===== src/rtl/lc3b_types.sv =====
// Shared LC-3b datapath types, extended with the memory-arbiter state encoding.
package lc3b_types;

   typedef logic [15:0]  lc3b_word;
   typedef logic [127:0] lc3b_c_block;

   typedef enum logic [1:0] {
      IDLE,
      BUSY,
      RESP
   } arb_state_t;

endpackage


===== src/rtl/cache_arbiter_rr_pick.sv =====
// Rotating first-one search: lowest pending index at or after ptr, modulo N.
module rr_pick #(
   parameter  int unsigned N  = 2,
   localparam int unsigned PW = (N > 1) ? $clog2(N) : 1
) (
   input  logic [N-1:0]  pending,
   input  logic [PW-1:0] ptr,
   output logic          valid,
   output logic [PW-1:0] idx
);

   logic [PW-1:0] cand;

   always_comb begin
      valid = 1'b0;
      idx   = '0;
      cand  = '0;
      for (int unsigned k = 0; k < N; k++) begin
         cand = PW'((32'(ptr) + k) % N);
         if (!valid && pending[cand]) begin
            valid = 1'b1;
            idx   = cand;
         end
      end
   end

endmodule


===== src/rtl/register.sv =====
// Generic load-enabled register with asynchronous active-high clear.
module register #(
   parameter int unsigned WIDTH = 16
) (
   input  logic             clk,
   input  logic             rst,
   input  logic             load_i,
   input  logic [WIDTH-1:0] data_i,
   output logic [WIDTH-1:0] data_o
);

   logic [WIDTH-1:0] data_q;

   always_ff @(posedge clk or posedge rst) begin
      if (rst)
         data_q <= '0;
      else if (load_i)
         data_q <= data_i;
   end

   assign data_o = data_q;

endmodule


===== src/rtl/cache_arbiter_rr.sv =====
// Round-robin N-port arbiter funnelling L1 miss traffic onto one L2 port;
// captures address/wdata at grant and returns a registered read line.
module cache_arbiter_rr
   import lc3b_types::*;
#(
   parameter int unsigned NUM_PORTS  = 2,
   parameter int unsigned ADDR_WIDTH = $bits(lc3b_word),
   parameter int unsigned DATA_WIDTH = $bits(lc3b_c_block)
) (
   input  logic                            clk,
   input  logic                            rst,
   input  logic [NUM_PORTS-1:0]            req_read,
   input  logic [NUM_PORTS-1:0]            req_write,
   input  logic [NUM_PORTS*ADDR_WIDTH-1:0] req_address,
   input  logic [NUM_PORTS*DATA_WIDTH-1:0] req_wdata,
   output logic [NUM_PORTS-1:0]            req_resp,
   output logic [DATA_WIDTH-1:0]           req_rdata,
   output logic                            l2_read,
   output logic                            l2_write,
   output logic [ADDR_WIDTH-1:0]           l2_address,
   output logic [DATA_WIDTH-1:0]           l2_wdata,
   input  logic [DATA_WIDTH-1:0]           l2_rdata,
   input  logic                            l2_resp
);

   localparam int unsigned PW = (NUM_PORTS > 1) ? $clog2(NUM_PORTS) : 1;

   arb_state_t           state_q;
   logic [PW-1:0]        rr_ptr_q, rr_ptr_d;
   logic [PW-1:0]        grant_q;
   logic                 l2_read_q, l2_write_q;
   logic [NUM_PORTS-1:0] req_resp_q;

   logic [NUM_PORTS-1:0]  pending;
   logic                  pick_valid;
   logic [PW-1:0]         pick_idx;
   logic [ADDR_WIDTH-1:0] addr_sel;
   logic [DATA_WIDTH-1:0] wdata_sel;
   logic                  capture;
   logic                  rdata_ld;

   assign pending = req_read | req_write;

   rr_pick #(
      .N(NUM_PORTS)
   ) u_pick (
      .pending(pending),
      .ptr    (rr_ptr_q),
      .valid  (pick_valid),
      .idx    (pick_idx)
   );

   always_comb begin
      addr_sel  = '0;
      wdata_sel = '0;
      for (int unsigned i = 0; i < NUM_PORTS; i++) begin
         if (pick_idx == PW'(i)) begin
            addr_sel  = req_address[i*ADDR_WIDTH +: ADDR_WIDTH];
            wdata_sel = req_wdata[i*DATA_WIDTH +: DATA_WIDTH];
         end
      end
   end

   assign capture  = (state_q == IDLE) && pick_valid;
   assign rdata_ld = (state_q == BUSY) && l2_resp;
   assign rr_ptr_d = (grant_q == PW'(NUM_PORTS - 1)) ? '0 : grant_q + 1'b1;

   // Write wins when a port raises both strobes; l2_write_q doubles as the captured op.
   always_ff @(posedge clk or posedge rst) begin
      if (rst) begin
         state_q    <= IDLE;
         rr_ptr_q   <= '0;
         grant_q    <= '0;
         l2_read_q  <= 1'b0;
         l2_write_q <= 1'b0;
         req_resp_q <= '0;
      end else begin
         unique case (state_q)
            IDLE: begin
               req_resp_q <= '0;
               if (pick_valid) begin
                  grant_q    <= pick_idx;
                  l2_write_q <= req_write[pick_idx];
                  l2_read_q  <= ~req_write[pick_idx];
                  state_q    <= BUSY;
               end
            end
            BUSY: begin
               if (l2_resp) begin
                  l2_read_q  <= 1'b0;
                  l2_write_q <= 1'b0;
                  req_resp_q <= NUM_PORTS'(1) << grant_q;
                  state_q    <= RESP;
               end
            end
            RESP: begin
               req_resp_q <= '0;
               rr_ptr_q   <= rr_ptr_d;
               state_q    <= IDLE;
            end
            default: state_q <= IDLE;
         endcase
      end
   end

   register #(.WIDTH(ADDR_WIDTH)) u_addr_reg (
      .clk(clk), .rst(rst), .load_i(capture), .data_i(addr_sel), .data_o(l2_address)
   );

   register #(.WIDTH(DATA_WIDTH)) u_wdata_reg (
      .clk(clk), .rst(rst), .load_i(capture), .data_i(wdata_sel), .data_o(l2_wdata)
   );

   register #(.WIDTH(DATA_WIDTH)) u_rdata_reg (
      .clk(clk), .rst(rst), .load_i(rdata_ld), .data_i(l2_rdata), .data_o(req_rdata)
   );

   assign l2_read  = l2_read_q;
   assign l2_write = l2_write_q;
   assign req_resp = req_resp_q;

endmodule


===== config.mk =====
export PLATFORM = sky130hd
export DESIGN_NAME = cache_arbiter_rr
export DESIGN_NICKNAME = d
export VERILOG_FILES = /design/src/rtl/lc3b_types.sv /design/src/rtl/cache_arbiter_rr_pick.sv /design/src/rtl/register.sv /design/src/rtl/cache_arbiter_rr.sv
export SDC_FILE = /design/constraint.sdc
export NUM_CORES = 1
export LEC_CHECK = 0
export ABC_CLOCK_PERIOD_IN_PS = 4250
export BUFFER_PORTS_ARGS = -buffer_cell sky130_fd_sc_hd__buf_2
export CAP_MARGIN = 15
export CORE_AREA = 2 2 273 275
export DETAILED_ROUTE_END_ITERATION = 6
export DIE_AREA = 0 0 275 277
export GPL_ROUTABILITY_DRIVEN = 0
export GPL_TIMING_DRIVEN = 0
export PLACE_DENSITY = 0.37
export SETUP_SLACK_MARGIN = 0.15
export SYNTH_ARGS = -nofsm -noshare
export SYNTH_HDL_FRONTEND = slang
export SYNTH_HIERARCHICAL = 1
export SYNTH_SLANG_ARGS = --single-unit
export TNS_END_PERCENT = 100

===== constraint.sdc =====
create_clock -name clk -period 4.25 [get_ports clk]
set_clock_uncertainty 0.05 [all_clocks]
set_input_delay 0.85 -clock clk [delete_from_list [all_inputs] [get_ports clk]]
set_output_delay 0.85 -clock clk [all_outputs]
set_load 0.05 [all_outputs]

==> results.py, run 1 <==
metrics = {
    "cts": {
        "clkLatencyLatePin_ps": 530,
        "clockBufferDepth": 3,
        "cts.repair.resized": 0,
        "cts_made_buffers": 36,
        "htree_levels": 2,
        "hold_buffers": 0,
        "clkTransAtPathRegs_ps": 50,
        "cts_tree": "built",
        "cts_sinks": 280,
        "root_buffer": "clkbuf_16",
        "post_cts_buffers": 0,
    },
    "synth": {
        "yosysTopAreaCell": "dfrtp_1",
        "netlist.area_leader.share_pct": 56.0,
        "syn_area_mm2": 0.0125,
        "synth_seq_cells": 280,
        "synthTopCellsByArea": "dfrtp_1, mux2_2, clkbuf_8, buf_6, mux2_4",
        "ys_types": 20,
        "synth_area_per_cell_um2": 16.2,
        "syn_inst": 774,
        "ys_seq_area_share_pct": 56.0,
        "mappedNetlistNets": 1197,
        "ys_warn_count": 6,
    },
    "placement": {
        "numPortBuffers": 698,
        "hpwl_mm": 36.2,
        "dpl_cell_area_mm2": 0.0173,
    },
    "final_layout": {
        "area_delta_synth_final_pct": 48.6,
        "fillCellCount": 7818,
        "mostFrequentLayoutCell": "buf_2",
        "final_cell_mix": "buf_2, mux2_2, dfrtp_1",
        "fin_nets": 1939,
        "final_cell_area_mm2": 0.0186,
        "drive_gt1_share_pct": 79.6,
    },
    "worst_setup_path": {
        "ff2ff_setup_slack_ps": 2070,
        "critical_path_class": "primary input to flop",
        "reg2reg_from": "state_q[0]$_DFFE_PP0P_",
        "critPathArrivalTime_ps": 2850,
        "rr_worst_depth": 5,
        "cp-start-kind": "primary input",
        "crit_fanout": 10,
        "r2r-end": "u_wdata_reg/data_o[115]$_DFFE_PP0P_",
        "end_kind": "flop",
        "required_ps": 4620,
    },
    "global_route": {
        "grt_max_degree": 40,
        "grt.overflow.total": 0,
        "grt_pass1_wl_mm": 63.8,
        "track_usage_pct": 11.2,
        "first_global_vias": 10200,
        "antenna_found_initial": 10,
    },
    "routing": {
        "drc": 0,
        "routed_wl_mm": 44.9,
        "avgRoutedWirePerCell_um": 17.9,
        "drtIter0Drc": 223,
        "vias": 9113,
        "first_pass_iters": 4,
        "viasPerCell": 3.63,
        "ant_nets": 0,
    },
    "floorplanning": {
        "die_w_um": 275,
        "placementRows": 100,
        "core-area_mm2": 0.0736,
        "die_area_mm2": 0.0762,
        "ios": 699,
        "die_y_um": 277,
        "initial_core_util_pct": 17.0,
    },
    "sta": {
        "relSlewSlack_pct": 42.7,
        "setup_tns_ps": 0,
        "worst_slew_pin_slew_ps": 858,
        "rsz0062_at_grt": "false",
        "finalSetupViolCount": 0,
        "maxSlewViolCount": 0,
        "fin_crit_ps": 2480,
        "min_period_over_period_pct": 58.4,
        "fmax_ghz": 0.403,
        "hold_violations": 0,
    },
    "power_and_ir_drop": {
        "peakVddDrop_mv": 0.492,
        "p_leak_nw": 8.70,
        "power.density_mw_per_mm2": 874,
        "power_mw": 16.2,
    },
    "job": {
        "maxCapViolCount": 0,
    },
    "hold_path": {
        "hold_path.class": "primary input to async pin",
    },
    "status": {
        "status": "complete, no violations",
    },
}
## worst max-delay path, cell delays in order
cell and delay (ps):
buf_2 90, or2_2 110, or2_1 250, nor3b_4 640, buf_6 290, clkbuf_8 240
mux2_2 350
## flip-flops by register name, indices dropped and copies added (netlist names)
register	count
u_rdata_reg/data_o	128
u_wdata_reg/data_o	128
u_addr_reg/data_o	16
req_resp	2
state_q	2
grant_q	1
l2_read	1
l2_write	1
rr_ptr_q	1
## worst max-delay path by stage
stage / from / cells past startpoint / end / slack [ps]
5_1_grt: req_write[0] / 7 / u_wdata_reg/data_o[119]$_DFFE_PP0P_ / 1670
3_5_place_dp: req_write[0] / 7 / u_wdata_reg/data_o[115]$_DFFE_PP0P_ / 1150
6_report: req_write[0] / 7 / u_wdata_reg/data_o[115]$_DFFE_PP0P_ / 1770
2_1_floorplan: rst / 1 / u_rdata_reg/data_o[0]$_DFFE_PP0P_ / 1770
3_3_place_gp: rst / 2 / u_wdata_reg/data_o[68]$_DFFE_PP0P_ / 480
4_1_cts: req_write[0] / 7 / u_wdata_reg/data_o[115]$_DFFE_PP0P_ / 1740
## layer usage
layer	up-vias	wire length, um	share of wire (%)	track usage (%)
met5	-	70	0.16	0
met4	10	843	1.9	2.87
met3	58	4270	9.5	4.08
met2	442	23300	52	21.0
met1	4337	16400	37	11.8
li1	4266	-	-	-
## cells in the mapped netlist
library cell / instances
buf_6: 17
a21boi_1: 1
nand3b_1: 1
a211oi_1: 1
o31ai_1: 1
buf_12: 1
nand3_1: 2
mux2_4: 10
o21ai_0: 5
clkbuf_8: 28
nor2_1: 1
nand2_1: 4
nor3b_4: 1
or2_2: 2
mux2_2: 406
mux2i_1: 2
buf_2: 1
inv_1: 9
dfrtp_1: 280
or2_1: 1
## area by class of cell
class,count,area [um2],area share [%]
plain buffers,47,602,3.24
multi-input cells,438,4860,26.2
diodes,2,5.00,0.0269
inverters,9,41.3,0.222
clock buffers,55,1080,5.83
clock inverters,9,153,0.821
repair buffers,704,3620,19.5
well taps,969,1210,6.52
flip-flops and latches,280,7010,37.7
## logic make-up (layout without fill, tap and decap cells)
kind of cell / count (synthesis) / in the layout / share of synthesized area [%]
other: 0 / 2 / 0
AOI/OAI and AO/OA: 8 / 8 / 0.380
and+or+nand+nor: 12 / 12 / 0.590
DFF: 280 / 280 / 56.0
buffers and inverters: 56 / 824 / 5.08
muxes: 418 / 418 / 37.9
## metrics by stage
| step | std cells | setup slack (ps) | utilization, % | hold WS [ps] |
|---|---|---|---|---|
| after global placement | 2441 | 482 | 23.4 | 428 |
| after global routing | 2512 | 1670 | 25.3 | 295 |
| after detailed placement | 2447 | 1150 | 23.6 | 439 |
| after floorplan | 774 | 1770 | - | 399 |
| after CTS | 2511 | 1740 | 25.3 | 270 |
| final | 2513 | 1770 | 25.3 | 297 |
## power breakdown
| part | leakage [nW] | switching, mW | internal (mW) | total (mW) |
|---|---|---|---|---|
| combinational | 4.82 | 6.05 | 2.56 | 8.62 |
| clock | 0.609 | 1.19 | 2.00 | 3.19 |
| sequential | 3.27 | 0.570 | 3.87 | 4.44 |
| total | 8.70 | 7.81 | 8.43 | 16.2 |
Power figures use the tool's default switching activity.
==> inputs of run 2 (changes only) <==
--- a/config.mk
+++ b/config.mk
@@ -5,7 +5,7 @@
 export SDC_FILE = /design/constraint.sdc
 export NUM_CORES = 1
 export LEC_CHECK = 0
-export ABC_CLOCK_PERIOD_IN_PS = 4250
+export ABC_CLOCK_PERIOD_IN_PS = 2150
 export BUFFER_PORTS_ARGS = -buffer_cell sky130_fd_sc_hd__buf_2
 export CAP_MARGIN = 15
 export CORE_AREA = 2 2 273 275
==> constraint.sdc (replaced) <==
create_clock -name clk -period 2.15 [get_ports clk]
set_clock_uncertainty 0.05 [all_clocks]
set_input_delay 0.43 -clock clk [delete_from_list [all_inputs] [get_ports clk]]
set_output_delay 0.43 -clock clk [all_outputs]
set_load 0.05 [all_outputs]
==> results.py, run 2 (same netlist as run 1, synthesis figures left out) <==
metrics = {
    "status": {
        "status": "complete, no violations",
    },
    "cts": {
        "cts_made_buffers": 36,
        "cts_tree": "built",
        "clkTransAtPathRegs_ps": 60,
        "htree_levels": 2,
        "clockBufferDepth": 3,
        "clkLatencyLatePin_ps": 540,
        "root_buffer": "clkbuf_16",
        "cts_sinks": 280,
    },
    "floorplanning": {
        "die_y_um": 277,
        "core-area_mm2": 0.0736,
        "initial_core_util_pct": 17.0,
        "placementRows": 100,
        "die_w_um": 275,
        "die_area_mm2": 0.0762,
        "ios": 699,
    },
    "final_layout": {
        "final_cell_mix": "buf_2, mux2_2, dfrtp_1",
        "instances_no_fill": 2518,
        "fillCellCount": 7836,
        "mostFrequentLayoutCell": "buf_2",
        "fin_nets": 1948,
        "drive_gt1_share_pct": 79.8,
        "final_util_pct": 25.2,
        "area_delta_synth_final_pct": 48.3,
    },
    "worst_setup_path": {
        "end_kind": "flop",
        "cp_top_family": "multiplexers",
        "required_ps": 2520,
        "critPathArrivalTime_ps": 2340,
        "critical_path_depth": 6,
        "cp-start-kind": "flop",
        "crit_fanout": 10,
        "crit_slowest_cell": "mux2_2",
        "rr_worst_depth": 6,
        "cpPeakStageDelay_ps": 390,
        "critical_path_class": "flop to flop",
        "crit_chain": "inv_1 > a21boi_2 > buf_8 > clkbuf_8 > mux2_2 > mux2_2",
        "worst-path-buf-inv": 3,
        "cpMostUsedCell": "mux2_2",
    },
    "sta": {
        "fin_crit_ps": 1970,
        "rsz0062_at_grt": "true",
        "maxSlewViolCount": 0,
        "finalSetupViolCount": 0,
        "relSlewSlack_pct": 51.1,
        "min_period_over_period_pct": 91.8,
        "worst_slew_pin_slew_ps": 733,
        "fmax_ghz": 0.506,
        "worst_slack_ps": 175,
        "hold_violations": 0,
    },
    "routing": {
        "drc": 0,
        "viasPerCell": 3.67,
        "avgRoutedWirePerCell_um": 18.3,
        "first_pass_iters": 4,
        "ant_nets": 0,
        "vias": 9244,
        "drtIter0Drc": 233,
        "routed_wl_mm": 46.1,
    },
    "global_route": {
        "antenna_found_initial": 9,
        "first_global_vias": 10300,
        "grt_max_degree": 40,
        "track_usage_pct": 11.6,
        "grt.overflow.total": 0,
        "grt_pass1_wl_mm": 65.4,
    },
    "power_and_ir_drop": {
        "p_leak_nw": 8.69,
        "peakVddDrop_mv": 0.825,
        "power.density_mw_per_mm2": 1710,
    },
    "job": {
        "maxCapViolCount": 0,
    },
    "placement": {
        "dp.cells": 2448,
        "pre_cts_slack_ps": -414,
        "numPortBuffers": 698,
        "hpwl_mm": 37.1,
    },
    "hold_path": {
        "hold-path-cell-count": 2,
        "hold_path.class": "primary input to flop",
    },
}
-- run 2: cell count changes in the layout (fill, tap and decap cells not counted), sizes merged --
cell	change
clkinvlp	+1
bufinv	-4
clkinv	+7
dlygate4sd3	+2
buf	+8
clkbuf	-9
-- run 2: per-layer routing --
layer,vias up,routed length (um),GRT usage [%]
met5,-,46,0
met4,6,1040,3.24
met3,65,4780,4.89
met2,462,24200,21.8
met1,4428,16000,11.5
li1,4283,-,-
-- run 2: layout make-up --
type | instances | area (um2) | area share [%]
plain buffers | 47 | 611 | 3.29
clock inverters | 13 | 78.8 | 0.425
multi-input cells | 438 | 4870 | 26.3
inverters | 9 | 41.3 | 0.223
repair buffers | 713 | 3710 | 20.0
diodes | 2 | 5.00 | 0.0270
well taps | 969 | 1210 | 6.54
flip-flops and latches | 280 | 7010 | 37.8
clock buffers | 47 | 1010 | 5.47
-- run 2: metrics by stage --
step           hold WS, ps  TNS [ps]  power (mW)  cell area [um2]
6_report              59.0         0        31.6            18500
5_1_grt               17.7         0        33.3            18500
4_1_cts               4.98         0        32.3            18500
3_5_place_dp           430    -44940        26.3            17400
3_3_place_gp           412   -315430        26.2            17200
2_1_floorplan          196         0        21.5            12500
-- run 2: final timing paths --
path | from | slack, ps | to
worst min-delay path | l2_rdata[55] | 60 | u_rdata_reg/data_o[55]$_DFFE_PP0P_
worst max-delay path | rr_ptr_q$_DFFE_PP0N_ | 180 | u_wdata_reg/data_o[2]$_DFFE_PP0P_
worst min register to register | grant_q$_DFFE_PP0P_ | 450 | rr_ptr_q$_DFFE_PP0N_
worst max register to register | rr_ptr_q$_DFFE_PP0N_ | 180 | u_wdata_reg/data_o[2]$_DFFE_PP0P_
max in group asynchronous | rst | 550 | u_rdata_reg/data_o[14]$_DFFE_PP0P_
min in group asynchronous | rst | 460 | req_resp[1]$_DFFE_PP0P_
-- run 2: power breakdown --
part	internal [mW]	switching [mW]	leakage, nW	total (mW)
Combinational	5.12	12.0	4.87	17.1
Sequential	7.64	1.17	3.27	8.81
Clock	3.31	2.37	0.546	5.68
-- run 2: repair_timing --
action                                 CTS  global route
setup endpoints to repair              127           173
gates resized for setup                  1             2
pin swaps                                2             2
hold buffers                             2             0
cloned                                   0             0
endpoints found under the hold margin   37             0
buffers inserted                         2             4
